<file path="config.mk">
export PLATFORM = sky130hd
export DESIGN_NAME = imm_encoder_flat
export DESIGN_NICKNAME = d
export VERILOG_FILES = /design/src/rtl/imm_encoder_if.sv /design/src/rtl/imm_encoder.sv /design/src/flat_wrapper.sv
export SDC_FILE = /design/constraint.sdc
export NUM_CORES = 1
export LEC_CHECK = 0
export ABC_AREA = 1
export BUFFER_PORTS_ARGS = -buffer_cell sky130_fd_sc_hd__buf_2
export CAP_MARGIN = 25
export CORE_ASPECT_RATIO = 0.8
export CORE_UTILIZATION = 49
export CTS_CLUSTER_SIZE = 12
export DETAILED_ROUTE_END_ITERATION = 7
export PLACE_DENSITY = 0.91
export SKIP_LAST_GASP = 1
export SLEW_MARGIN = 20
export SYNTH_ARGS = -nofsm -noshare
export SYNTH_HDL_FRONTEND = slang
export SYNTH_SLANG_ARGS = --single-unit
</file>
<file path="constraint.sdc">
create_clock -name clk -period 2.75 [get_ports clk]
set_clock_uncertainty 0.2 [all_clocks]
set_input_delay 0.55 -clock clk [delete_from_list [all_inputs] [get_ports clk]]
set_output_delay 0.55 -clock clk [all_outputs]
set_load 0.05 [all_outputs]
</file>
<file path="src/rtl/imm_encoder_if.sv">
// Stream bundle between the program loader and the immediate encoder.
// The master is the loader side and the slave is the encoder.
interface imm_encoder_if #(
    parameter int ADDR_W = 32
);
    logic               in_valid;
    logic               in_ready;
    logic [1:0]         in_fmt;
    logic [2:0]         in_funct3;
    logic [4:0]         in_rd;
    logic [4:0]         in_rs1;
    logic [4:0]         in_rs2;
    logic signed [31:0] in_imm;
    logic               out_valid;
    logic               out_ready;
    logic [31:0]        out_instr;
    logic [ADDR_W-1:0]  out_addr;
    logic               err;
    logic [1:0]         err_code;
    logic               clr_err;

    modport master (
        output in_valid, in_fmt, in_funct3, in_rd, in_rs1, in_rs2, in_imm,
        output out_ready, clr_err,
        input  in_ready, out_valid, out_instr, out_addr, err, err_code
    );

    modport slave (
        input  in_valid, in_fmt, in_funct3, in_rd, in_rs1, in_rs2, in_imm,
        input  out_ready, clr_err,
        output in_ready, out_valid, out_instr, out_addr, err, err_code
    );
endinterface

</file>
<file path="src/rtl/imm_encoder.sv">
// Packs decoded fields and a signed immediate into RV32I I/S/B words,
// range-checks the immediate and tags each word with its program address.
module imm_encoder #(
    parameter int unsigned BASE_ADDR = 0,
    parameter int          ADDR_W    = 32
) (
    input logic          clk,
    input logic          rst,
    imm_encoder_if.slave bus
);
    typedef enum logic [1:0] {EMPTY, FULL, HALT} state_t;

    localparam logic [ADDR_W-1:0] BASE = ADDR_W'(BASE_ADDR);

    function automatic logic [6:0] opcode(input logic [1:0] fmt);
        case (fmt)
            2'b00:   return 7'b0000011;
            2'b01:   return 7'b0010011;
            2'b10:   return 7'b0100011;
            default: return 7'b1100011;
        endcase
    endfunction

    function automatic logic [31:0] encode(
        input logic [1:0]  fmt,
        input logic [2:0]  f3,
        input logic [4:0]  rd,
        input logic [4:0]  rs1,
        input logic [4:0]  rs2,
        input logic [12:0] imm
    );
        case (fmt)
            2'b00, 2'b01: return {imm[11:0], rs1, f3, rd, opcode(fmt)};
            2'b10:        return {imm[11:5], rs2, rs1, f3, imm[4:0], opcode(fmt)};
            default:      return {imm[12], imm[10:5], rs2, rs1, f3, imm[4:1], imm[11], opcode(fmt)};
        endcase
    endfunction

    // Overflow outranks an odd branch offset when both apply.
    function automatic logic [1:0] range_code(
        input logic [1:0]         fmt,
        input logic signed [31:0] imm
    );
        logic signed [31:0] lo;
        logic signed [31:0] hi;
        lo = (fmt == 2'b11) ? -32'sd4096 : -32'sd2048;
        hi = (fmt == 2'b11) ?  32'sd4094 :  32'sd2047;
        if (imm < lo || imm > hi)
            return 2'b01;
        else if (fmt == 2'b11 && imm[0])
            return 2'b10;
        else
            return 2'b00;
    endfunction

    state_t            state_q, state_d;
    logic [31:0]       instr_q, instr_d;
    logic [ADDR_W-1:0] addr_q, addr_d;
    logic [1:0]        code_q, code_d;
    logic              vld_q, vld_d;
    logic              err_q, err_d;

    logic              in_ready_c;
    logic              accept;
    logic              out_hs;
    logic [1:0]        new_code;
    logic [31:0]       new_word;

    always_comb begin
        state_d    = state_q;
        instr_d    = instr_q;
        addr_d     = addr_q;
        code_d     = code_q;
        in_ready_c = !rst && ((state_q == EMPTY) || (state_q == FULL && bus.out_ready));
        accept     = bus.in_valid && in_ready_c;
        out_hs     = (state_q == FULL) && bus.out_ready;
        new_code   = range_code(bus.in_fmt, bus.in_imm);
        new_word   = encode(bus.in_fmt, bus.in_funct3, bus.in_rd, bus.in_rs1,
                            bus.in_rs2, bus.in_imm[12:0]);

        if (out_hs) begin
            addr_d  = addr_q + ADDR_W'(4);
            state_d = EMPTY;
        end
        // A rejected request never reaches the output, so it consumes no address.
        if (accept) begin
            if (new_code == 2'b00) begin
                instr_d = new_word;
                state_d = FULL;
            end else begin
                code_d  = new_code;
                state_d = HALT;
            end
        end
        if (state_q == HALT && bus.clr_err) begin
            code_d  = 2'b00;
            state_d = EMPTY;
        end

        vld_d = (state_d == FULL);
        err_d = (state_d == HALT);
    end

    always_ff @(posedge clk or posedge rst) begin
        if (rst) begin
            state_q <= EMPTY;
            instr_q <= '0;
            addr_q  <= BASE;
            code_q  <= 2'b00;
            vld_q   <= 1'b0;
            err_q   <= 1'b0;
        end else begin
            state_q <= state_d;
            instr_q <= instr_d;
            addr_q  <= addr_d;
            code_q  <= code_d;
            vld_q   <= vld_d;
            err_q   <= err_d;
        end
    end

    assign bus.in_ready  = in_ready_c;
    assign bus.out_valid = vld_q;
    assign bus.out_instr = instr_q;
    assign bus.out_addr  = addr_q;
    assign bus.err       = err_q;
    assign bus.err_code  = code_q;
endmodule

</file>
<file path="src/flat_wrapper.sv">
// flat-port wrapper written by rule: the top's interface ports become plain ports
module imm_encoder_flat 
#(
    parameter int unsigned BASE_ADDR = 0,
    parameter int          ADDR_W    = 32
)
  (clk, rst, bus_in_valid, bus_in_fmt, bus_in_funct3, bus_in_rd, bus_in_rs1, bus_in_rs2, bus_in_imm, bus_out_ready, bus_clr_err, bus_in_ready, bus_out_valid, bus_out_instr, bus_out_addr, bus_err, bus_err_code);
  imm_encoder_if #(.ADDR_W(ADDR_W)) bus_i ();
  input logic clk;
  input logic rst;
  input wire logic [$bits(bus_i.in_valid)-1:0] bus_in_valid;
  input wire logic [$bits(bus_i.in_fmt)-1:0] bus_in_fmt;
  input wire logic [$bits(bus_i.in_funct3)-1:0] bus_in_funct3;
  input wire logic [$bits(bus_i.in_rd)-1:0] bus_in_rd;
  input wire logic [$bits(bus_i.in_rs1)-1:0] bus_in_rs1;
  input wire logic [$bits(bus_i.in_rs2)-1:0] bus_in_rs2;
  input wire logic [$bits(bus_i.in_imm)-1:0] bus_in_imm;
  input wire logic [$bits(bus_i.out_ready)-1:0] bus_out_ready;
  input wire logic [$bits(bus_i.clr_err)-1:0] bus_clr_err;
  output wire logic [$bits(bus_i.in_ready)-1:0] bus_in_ready;
  output wire logic [$bits(bus_i.out_valid)-1:0] bus_out_valid;
  output wire logic [$bits(bus_i.out_instr)-1:0] bus_out_instr;
  output wire logic [$bits(bus_i.out_addr)-1:0] bus_out_addr;
  output wire logic [$bits(bus_i.err)-1:0] bus_err;
  output wire logic [$bits(bus_i.err_code)-1:0] bus_err_code;
  assign bus_i.in_valid = bus_in_valid;
  assign bus_i.in_fmt = bus_in_fmt;
  assign bus_i.in_funct3 = bus_in_funct3;
  assign bus_i.in_rd = bus_in_rd;
  assign bus_i.in_rs1 = bus_in_rs1;
  assign bus_i.in_rs2 = bus_in_rs2;
  assign bus_i.in_imm = bus_in_imm;
  assign bus_i.out_ready = bus_out_ready;
  assign bus_i.clr_err = bus_clr_err;
  assign bus_in_ready = bus_i.in_ready;
  assign bus_out_valid = bus_i.out_valid;
  assign bus_out_instr = bus_i.out_instr;
  assign bus_out_addr = bus_i.out_addr;
  assign bus_err = bus_i.err;
  assign bus_err_code = bus_i.err_code;
  imm_encoder #(.BASE_ADDR(BASE_ADDR), .ADDR_W(ADDR_W)) u_core (.clk(clk), .rst(rst), .bus(bus_i));
endmodule
</file>
==> impl_metrics.yaml, run 1 <==
run_status:
  run_status: "finished, final reports clean"
sta:
  finalCritPeriodShare_pct: 89.8
  holdWs_ns: 0.0871
  hold_viol: 0
  relSlewSlack_pct: 62.2
  fin_crit_ns: 2.47
  rsz0062_at_grt: "false"
  slew_violations: 0
  worst_pin_slew_ns: 0.566
  fin_ws_ns: 0.282
  fmax_mhz: 405
  setup_viol: 0
synth:
  synthMuxAreaShare_pct: 0.339
  ys_types: 35
  synth_xor_area_share_pct: 7.38
  ys.warnings.count: 0
  synth_compound_area_share_pct: 1.92
  synth_top_family_by_area: "simple AND/OR/NAND/NOR gates"
  ys_ff_latch: 65
  synthAdderAreaFrac_pct: 1.88
  synthCells: 396
  syn_area_per_cell_um2: 8.40
  seq_area_frac_synth_pct: 48.9
  yosys.area_share.simple_pct: 32.7
  syn_area_um2: 3320
cts:
  ctsResizeCount: 0
  cts_sinks: 65
  clockBufferDepth: 2
  cts-buffers-inserted: 9
  cts_setup_buffers: 0
  path_clk_slew_ns: 0.07
  root_buffer: "clkbuf_8"
  cts_tree: "yes"
  clock_latency_ns: 0.34
  holdBufCountCts: 0
  ctsHtreeMaxLevel: 3
critical_path:
  crit_path_start: "bus_in_fmt[1]"
  arrival_ns: 2.54
  cp_common_cell: "nand2_1"
  cp-start-kind: "primary input"
  crit_chain: "buf_2, nand2_1, ha_1, inv_1, nand2_1, nor2_1, nand3_1, nand2_1, nand2_1, nand2_1, nand2_1, nand3_4, buf_4, nand2_1, nand2_1"
  reg2reg_to: "u_core.bus.out_addr[26]"
  crit_type: "primary input to flop"
  endpoint: "u_core.bus.out_instr[20]"
  worstPathRequired_ns: 2.82
  r2r_setup_slack_ns: 0.62
  r2r_cells: 9
  rr_startpoint: "u_core.bus.out_addr[2]"
  crit_path_max_fanout: 32
  crit_slowest_cell: "ha_1"
  cp_slowest_stage_delay_ns: 0.32
  cp-end-kind: "flop"
floorplan:
  rows: 26
  initial_core_util_pct: 51.4
  dieWidth_um: 94.1
  ios: 126
  die_area_um2: 7120
  die_h_um: 75.7
  core-area_um2: 6470
job:
  maxCapViolations: 0
finish:
  fillers: 535
  nets: 585
  final_cell_mix: "nand2_1, buf_2, dfrtp_1, inv_1, nor2_1"
  drive_gt1_share_pct: 30.7
  final_common_cell: "nand2_1"
  antenna_cells: 0
  area_growth_pct: 25.7
  fin_util_pct: 64.6
drt:
  num_vias: 3064
  drt_wl_total_um: 7920
  ant_nets: 0
  drt-pass1-iter-count: 7
  viasPerCell: 5.01
  drt-initial-drc-count: 133
  wl_per_cell_um: 13.0
  drc: 0
grt:
  grt_pass1_wl_um: 12800
  antenna_found_initial: 0
  grt_pass1_vias: 2790
  globalRoute.totalOverflow: 0
  grt_max_degree: 33
  grt_usage_pct: 24.0
placed_design:
  post-place-ws_ns: -0.0359
  post-dp-hpwl_um: 6100
  gp_congestion: 0.845
  io_buffers: 121
min_path:
  hp-class: "primary input to async pin"
power_and_ir_drop:
  power.leakage_uw: 0.00250
  p_total_uw: 1820
  power_per_cell_area_nw_per_um2: 436
  ir_drop_mv: 0.284
==> cells by family after synthesis <==
family	Yosys count
adder cells (fa/ha/maj)	5
AND/OR/NAND/NOR	236
other	1
flip-flops	65
multiplexers	1
buffers and inverters	49
AO/OA/AOI/OAI	11
XOR/XNOR	28
==> critical path, delay by kind of cell <==
kind          cells  cell delay (ns)
fa+ha+maj         1             0.32
simple gates     11             1.08
buf+inv           3             0.56
==> through the flow <==
stage                     TNS [ns]  area, um2  std cells
after floorplan                  0       3340        399
after detailed placement    -0.295       4000        596
after CTS                        0       4180        611
after global routing             0       4180        611
after global placement           0       4000        596
final                            0       4180        611
==> sequential cells by signal, indices dropped and copies added (netlist names) <==
name and cells:
u_core.bus.out_valid 1, u_core.bus.err_code 2, u_core.bus.err 1, u_core.bus.out_instr 29, u_core.state_q 2, u_core.bus.out_addr 30
==> worst min path at each step <==
stage                              end  slack [ns]  depth (start not counted)
6_report        u_core.bus.err_code[0]        0.09                          2
3_3_place_gp   u_core.bus.out_instr[8]        0.26                          2
2_1_floorplan   u_core.bus.out_addr[4]        0.41                          2
3_5_place_dp    u_core.bus.err_code[0]        0.26                          2
5_1_grt                 u_core.bus.err        0.12                          2
4_1_cts                 u_core.bus.err        0.09                          2
==> where the power goes <==
| part | total [uW] | internal [uW] | switching (uW) |
|---|---|---|---|
| sequential | 956 | 956 | 0 |
| clock | 745 | 395 | 350 |
| combinational | 123 | 45.2 | 78.0 |
| total | 1820 | 1400 | 428 |
==> routing by layer <==
metal	track usage (%)	routed length [um]
met1	28.1	3270
met2	42.0	3970
met3	8.38	548
met4	7.69	131
met5	0	0
==> final cells by class <==
class                   count  area (um2)  area share [%]
flip-flops and latches     65        1630            38.9
clock inverters             2        12.5           0.299
clock buffers              13         169            4.04
inverters                  37         141            3.38
repair buffers            125         636            15.2
well taps                  84         105            2.51
multi-input cells         285        1490            35.6
==> cell usage after synthesis <==
master | count | area share (%)
nor2_4 | 5 | 1.7
buf_6 | 2 | 0.68
a21oi_1 | 1 | 0.15
inv_4 | 1 | 0.19
a21boi_1 | 1 | 0.23
a221oi_1 | 1 | 0.26
conb_1 | 1 | 0.11
nor2_1 | 23 | 2.6
mux2_2 | 1 | 0.34
nand2_1 | 155 | 18
nand3_1 | 14 | 2.1
xnor2_1 | 9 | 2.4
nor3_2 | 1 | 0.30
o211ai_1 | 1 | 0.23
or2_1 | 1 | 0.19
or2_2 | 1 | 0.19
nand4_1 | 14 | 2.6
nor3b_2 | 1 | 0.38
o21ai_1 | 4 | 0.60
buf_2 | 3 | 0.45
ha_1 | 5 | 1.9
buf_4 | 5 | 1.1
inv_1 | 34 | 3.8
nor4_1 | 1 | 0.19
dfrtp_1 | 65 | 49
nand2_2 | 3 | 0.56
xor2_1 | 19 | 5.0
nand3_2 | 1 | 0.30
clkbuf_1 | 2 | 0.23
nand2_4 | 1 | 0.34
nor3_1 | 11 | 1.7
nand3_4 | 3 | 1.6
inv_2 | 2 | 0.23
nor3_4 | 1 | 0.49
o21ai_0 | 3 | 0.45
(Power assumes the default switching activity.)
==> run 2: changes to the inputs <==
--- a/config.mk
+++ b/config.mk
@@ -8,11 +8,13 @@
 export ABC_AREA = 1
 export BUFFER_PORTS_ARGS = -buffer_cell sky130_fd_sc_hd__buf_2
 export CAP_MARGIN = 25
+export CELL_PAD_IN_SITES_DETAIL_PLACEMENT = 2
+export CELL_PAD_IN_SITES_GLOBAL_PLACEMENT = 2
 export CORE_ASPECT_RATIO = 0.8
-export CORE_UTILIZATION = 49
+export CORE_UTILIZATION = 27
 export CTS_CLUSTER_SIZE = 12
 export DETAILED_ROUTE_END_ITERATION = 7
-export PLACE_DENSITY = 0.91
+export PLACE_DENSITY = 0.9
 export SKIP_LAST_GASP = 1
 export SLEW_MARGIN = 20
 export SYNTH_ARGS = -nofsm -noshare
==> run 2 against run 1 <==
Compared with the run above:
- sequential share of layout area down 1.6 points
- utilization down 27 points
- critical path depth down 2
- flip-flop and latch count unchanged
- cell count up 10%
- total power up 18%
- hold slack better by 0.082 ns
- fmax down 1.3%
==> impl_metrics.yaml, run 2 (synthesis results as in run 1) <==
run_status:
  run_status: "finished, final reports clean"
floorplan:
  die_h_um: 101
  core-area_um2: 11700
  die_area_um2: 12800
  ios: 126
  initial_core_util_pct: 28.3
  rows: 35
  dieWidth_um: 126
finish:
  nets: 584
  final_common_cell: "nand2_1"
  fillers: 1362
  antenna_cells: 0
  fin_util_pct: 37.1
  drive_gt1_share_pct: 30.7
  fin_area_um2: 4350
  area_growth_pct: 31.0
  largest_register_ffs: 30
  final_cell_mix: "nand2_1, buf_2, dfrtp_1, inv_1, nor2_1"
drt:
  wl_per_cell_um: 16.1
  m1WireLength_um: 4600
  drt_wl_total_um: 10800
  num_vias: 3110
  drt-initial-drc-count: 101
  ant_nets: 0
  drt-pass1-iter-count: 4
  highest_layer: "met5"
  drc: 0
  routed-wl-met2_um: 5420
  viasPerCell: 4.62
  wl_met3_um: 640
power_and_ir_drop:
  ir_drop_mv: 0.253
  p_sw_uw: 501
  p_sw_share_pct: 23.3
  power.leakage_uw: 0.00254
  power_frac_seq_pct: 44.5
  p_int_uw: 1650
  p_clk_share_pct: 49.4
  p_comb_share_pct: 6.1
  power_per_cell_area_nw_per_um2: 494
grt:
  grt_pass1_vias: 3528
  grt_pass1_wl_um: 18200
  grt_max_degree: 34
  antenna_found_initial: 2
  grt_usage_pct: 18.4
  globalRoute.totalOverflow: 0
critical_path:
  arrival_ns: 2.51
  r2r_cells: 9
  reg2reg_to: "u_core.bus.out_addr[28]"
  cp-start-kind: "primary input"
  worstPathRequired_ns: 2.76
  r2r_setup_slack_ns: 0.66
  rr_startpoint: "u_core.bus.out_addr[2]"
  cp-end-kind: "flop"
  crit_type: "primary input to flop"
  crit_path_max_fanout: 22
cts:
  cts_sinks: 65
  ctsHtreeMaxLevel: 3
  ctsResizeCount: 0
  clock_latency_ns: 0.33
  holdBufCountCts: 0
  cts-buffers-inserted: 9
  root_buffer: "clkbuf_16"
  clockBufferDepth: 2
  cts_tree: "yes"
  cts_setup_buffers: 0
  path_clk_slew_ns: 0.06
placed_design:
  io_buffers: 121
  post-dp-hpwl_um: 8330
  placed_area_um2: 4080
  gp_congestion: 0.801
sta:
  relSlewSlack_pct: 49.7
  hold_viol: 0
  setup_viol: 0
  fmax_mhz: 400
  slew_violations: 0
  finalSetupTns_ns: 0
  rsz0062_at_grt: "false"
  finalCritPeriodShare_pct: 91.0
  holdWs_ns: 0.169
  fin_crit_ns: 2.50
  worst_pin_slew_ns: 0.753
min_path:
  hp-class: "primary input to async pin"
job:
  maxCapViolations: 0
[run 2: cell type report]
| class | count | area (um2) | area share [%] |
|---|---|---|---|
| Clock buffer | 11 | 253 | 5.80 |
| Clock inverter | 3 | 17.5 | 0.402 |
| Inverter | 37 | 141 | 3.25 |
| Multi-Input combinational cell | 285 | 1490 | 34.2 |
| Sequential cell | 65 | 1630 | 37.4 |
| Tap cell | 148 | 185 | 4.25 |
| Timing Repair Buffer | 124 | 641 | 14.7 |
[run 2: worst max path at each step]
stage,start,to,slack (ns)
after floorplan,rst,u_core.bus.err,0.37
after global placement,bus_in_fmt[0],u_core.bus.out_instr[1],0.09
after detailed placement,bus_in_fmt[0],u_core.bus.out_instr[1],-0.05
after CTS,bus_in_fmt[0],u_core.bus.out_instr[12],0.24
after global routing,bus_in_fmt[0],u_core.bus.out_instr[12],0.07
final,bus_in_fmt[0],u_core.bus.out_instr[12],0.25
[run 2: per-stage QoR]
stage                     worst slack [ns]  power [uW]  instances
after CTS                            0.242        2180        673
after global placement              0.0939        1100        659
final                                0.249        2150        673
after global routing                0.0673        2240        673
after floorplan                      0.374        1040        399
after detailed placement           -0.0460        1110        659
[run 2: critical path, cell delays in order]
cell	delay, ns
buf_2	0.13
nand2_1	0.19
ha_1	0.34
nand2_1	0.05
nor2_1	0.15
nand4_1	0.11
nand2_1	0.08
nand2_1	0.06
nand2_1	0.17
nand3_4	0.20
buf_4	0.27
nand2_1	0.10
nand2_1	0.08
[run 2: routing by layer]
metal,GRT usage [%],up-vias
li1,-,1479
met1,21.4,1528
met2,32.9,86
met3,5.28,15
met4,6.02,2
met5,0,-
[run 2: power groups by stage]
stage / sequential (uW) / clock (uW) / combinational (uW)
after floorplan: 974 / 0 / 63.6
after global placement: 974 / 0 / 126
after detailed placement: 974 / 0 / 133
after CTS: 957 / 1090 / 135
after global routing: 956 / 1130 / 149
final: 957 / 1060 / 131
==> run 3: changes to the inputs <==
--- a/config.mk
+++ b/config.mk
@@ -14,7 +14,7 @@
 export CORE_UTILIZATION = 27
 export CTS_CLUSTER_SIZE = 12
 export DETAILED_ROUTE_END_ITERATION = 7
-export PLACE_DENSITY = 0.9
+export PLACE_DENSITY_LB_ADDON = 0.1
 export SKIP_LAST_GASP = 1
 export SLEW_MARGIN = 20
 export SYNTH_ARGS = -nofsm -noshare
==> run 3 against run 2 <==
Compared with the run above:
- routed wire length decreased by 4.2%
- worst setup slack gained 0.27 ns
- design area increased by 1.5%
- register-to-register slack got worse by 0.12 ns
- first-iteration DRC count increased by 3.0%
- largest cell class unchanged
- largest power group unchanged
==> impl_metrics.yaml, run 3 (synthesis results as in run 1) <==
floorplan:
  die_h_um: 101
  initial_core_util_pct: 28.3
  dieWidth_um: 126
  rows: 35
  core-area_um2: 11700
  ios: 126
  die_area_um2: 12800
critical_path:
  cp_slowest_stage_delay_ns: 0.33
  crit_path_max_fanout: 30
  r2r_cells: 9
  r2r_setup_slack_ns: 0.54
  crit_slowest_cell: "buf_4"
  cp-end-kind: "flop"
  arrival_ns: 2.29
  crit_chain: "buf_2, nand2_1, ha_1, inv_1, nand2_1, nor2_1, nand3_1, nand2_1, nand2_1, nand2_1, nand2_1, nand3_4, buf_4, nand2_1, nand2_1"
  worstPathRequired_ns: 2.82
  rr_startpoint: "u_core.bus.out_addr[2]"
  crit_type: "primary input to flop"
  cp-start-kind: "primary input"
  reg2reg_to: "u_core.bus.out_addr[28]"
  cp_common_cell: "nand2_1"
grt:
  grt_usage_pct: 17.4
  top_usage_layer: "met2"
  use_met2_pct: 28.5
  grt_max_degree: 31
  globalRoute.totalOverflow: 0
  grt_pass1_wl_um: 17200
  grt_pass1_vias: 3278
  met1_usage_pct: 22.9
  gr-usage-met3_pct: 4.33
  antenna_found_initial: 1
finish:
  final_cell_count_no_fill: 678
  multi_input_area_um2: 1490
  fillers: 1357
  final_cell_mix: "nand2_1, buf_2, dfrtp_1, inv_1, nor2_1"
  area_growth_pct: 32.9
  register_area_um2: 1630
  nets: 586
  final_common_cell: "nand2_1"
  drive_gt1_share_pct: 31.2
  largest_register_ffs: 30
sta:
  finalSetupTns_ns: 0
  hold_viol: 0
  fin_crit_ns: 2.23
  worst_pin_slew_ns: 0.599
  setup_viol: 0
  finalCritPeriodShare_pct: 81.0
  slew_violations: 0
  holdWs_ns: 0.115
  relSlewSlack_pct: 60.0
  rsz0062_at_grt: "false"
  fmax_mhz: 449
placed_design:
  io_buffers: 121
  dp_cells: 661
  gp_congestion: 0.738
  post-dp-hpwl_um: 8050
cts:
  holdBufCountCts: 0
  clock_latency_ns: 0.32
  cts_sinks: 65
  ctsResizeCount: 0
  cts_setup_buffers: 0
  path_clk_slew_ns: 0.06
  root_buffer: "clkbuf_16"
  ctsHtreeMaxLevel: 3
  clockBufferDepth: 2
  cts_tree: "yes"
  cts-buffers-inserted: 9
drt:
  viasPerCell: 4.53
  num_vias: 3069
  wl_per_cell_um: 15.3
  drt_wl_total_um: 10400
  drt-pass1-iter-count: 4
  drt-initial-drc-count: 104
  drc: 0
  ant_nets: 0
min_path:
  hp-class: "primary input to async pin"
power_and_ir_drop:
  p_sw_share_pct: 22.2
  p_sw_uw: 508
  power.leakage_uw: 0.00257
  power_frac_seq_pct: 41.8
  p_clk_share_pct: 52.4
  power_per_cell_area_nw_per_um2: 518
  p_comb_share_pct: 5.8
  ir_drop_mv: 0.325
  p_int_uw: 1780
run_status:
  run_status: "finished, final reports clean"
job:
  maxCapViolations: 0
[run 3: routing by layer]
metal	vias to the layer above	part of all wire, %
met2	73	46
met1	1502	48
met5	-	0
met4	0	0.98
met3	8	4.8
li1	1486	-
[run 3: cell type report]
type | instances | area share, %
Timing Repair Buffer | 126 | 14.8
Inverter | 37 | 3.20
Clock inverter | 4 | 1.13
Tap cell | 148 | 4.19
Antenna cell | 1 | 0.0566
Sequential cell | 65 | 36.8
Clock buffer | 12 | 6.03
Multi-Input combinational cell | 285 | 33.7
[run 3: stage by stage]
| stage | utilization, % | power (uW) | worst slack [ns] | cell area [um2] |
|---|---|---|---|---|
| 5_1_grt | 37.6 | 2370 | 0.301 | 4420 |
| 3_3_place_gp | 34.9 | 1110 | 0.238 | 4100 |
| 4_1_cts | 37.6 | 2320 | 0.495 | 4420 |
| 2_1_floorplan | - | 1040 | 0.374 | 3340 |
| 6_report | 37.6 | 2290 | 0.524 | 4420 |
| 3_5_place_dp | 34.9 | 1110 | 0.156 | 4100 |
[run 3: worst max-delay path: cells and delay by family]
kind                     cells  cell delay [ns]
AND/OR/NAND/NOR             11             0.95
buffers and inverters        3             0.49
adder cells (fa/ha/maj)      1             0.28
[run 3: how the worst max path moves through the flow]
stage	cells after the start	slack, ns	startpoint	to
3_5_place_dp	15	0.16	bus_in_fmt[0]	u_core.bus.out_instr[12]
5_1_grt	15	0.30	bus_in_fmt[0]	u_core.bus.out_instr[21]
4_1_cts	15	0.50	bus_in_fmt[0]	u_core.bus.out_instr[13]
2_1_floorplan	1	0.37	rst	u_core.bus.err
6_report	15	0.52	bus_in_fmt[0]	u_core.bus.out_instr[13]
3_3_place_gp	15	0.24	bus_in_fmt[0]	u_core.bus.out_instr[19]
[run 3: power by group through the flow]
stage                     sequential [uW]  combinational, uW  clock (uW)
after floorplan                       974               63.6           0
after global placement                974                132           0
after detailed placement              974                135           0
after CTS                             957                136        1230
after global routing                  956                150        1260
final                                 957                132        1200
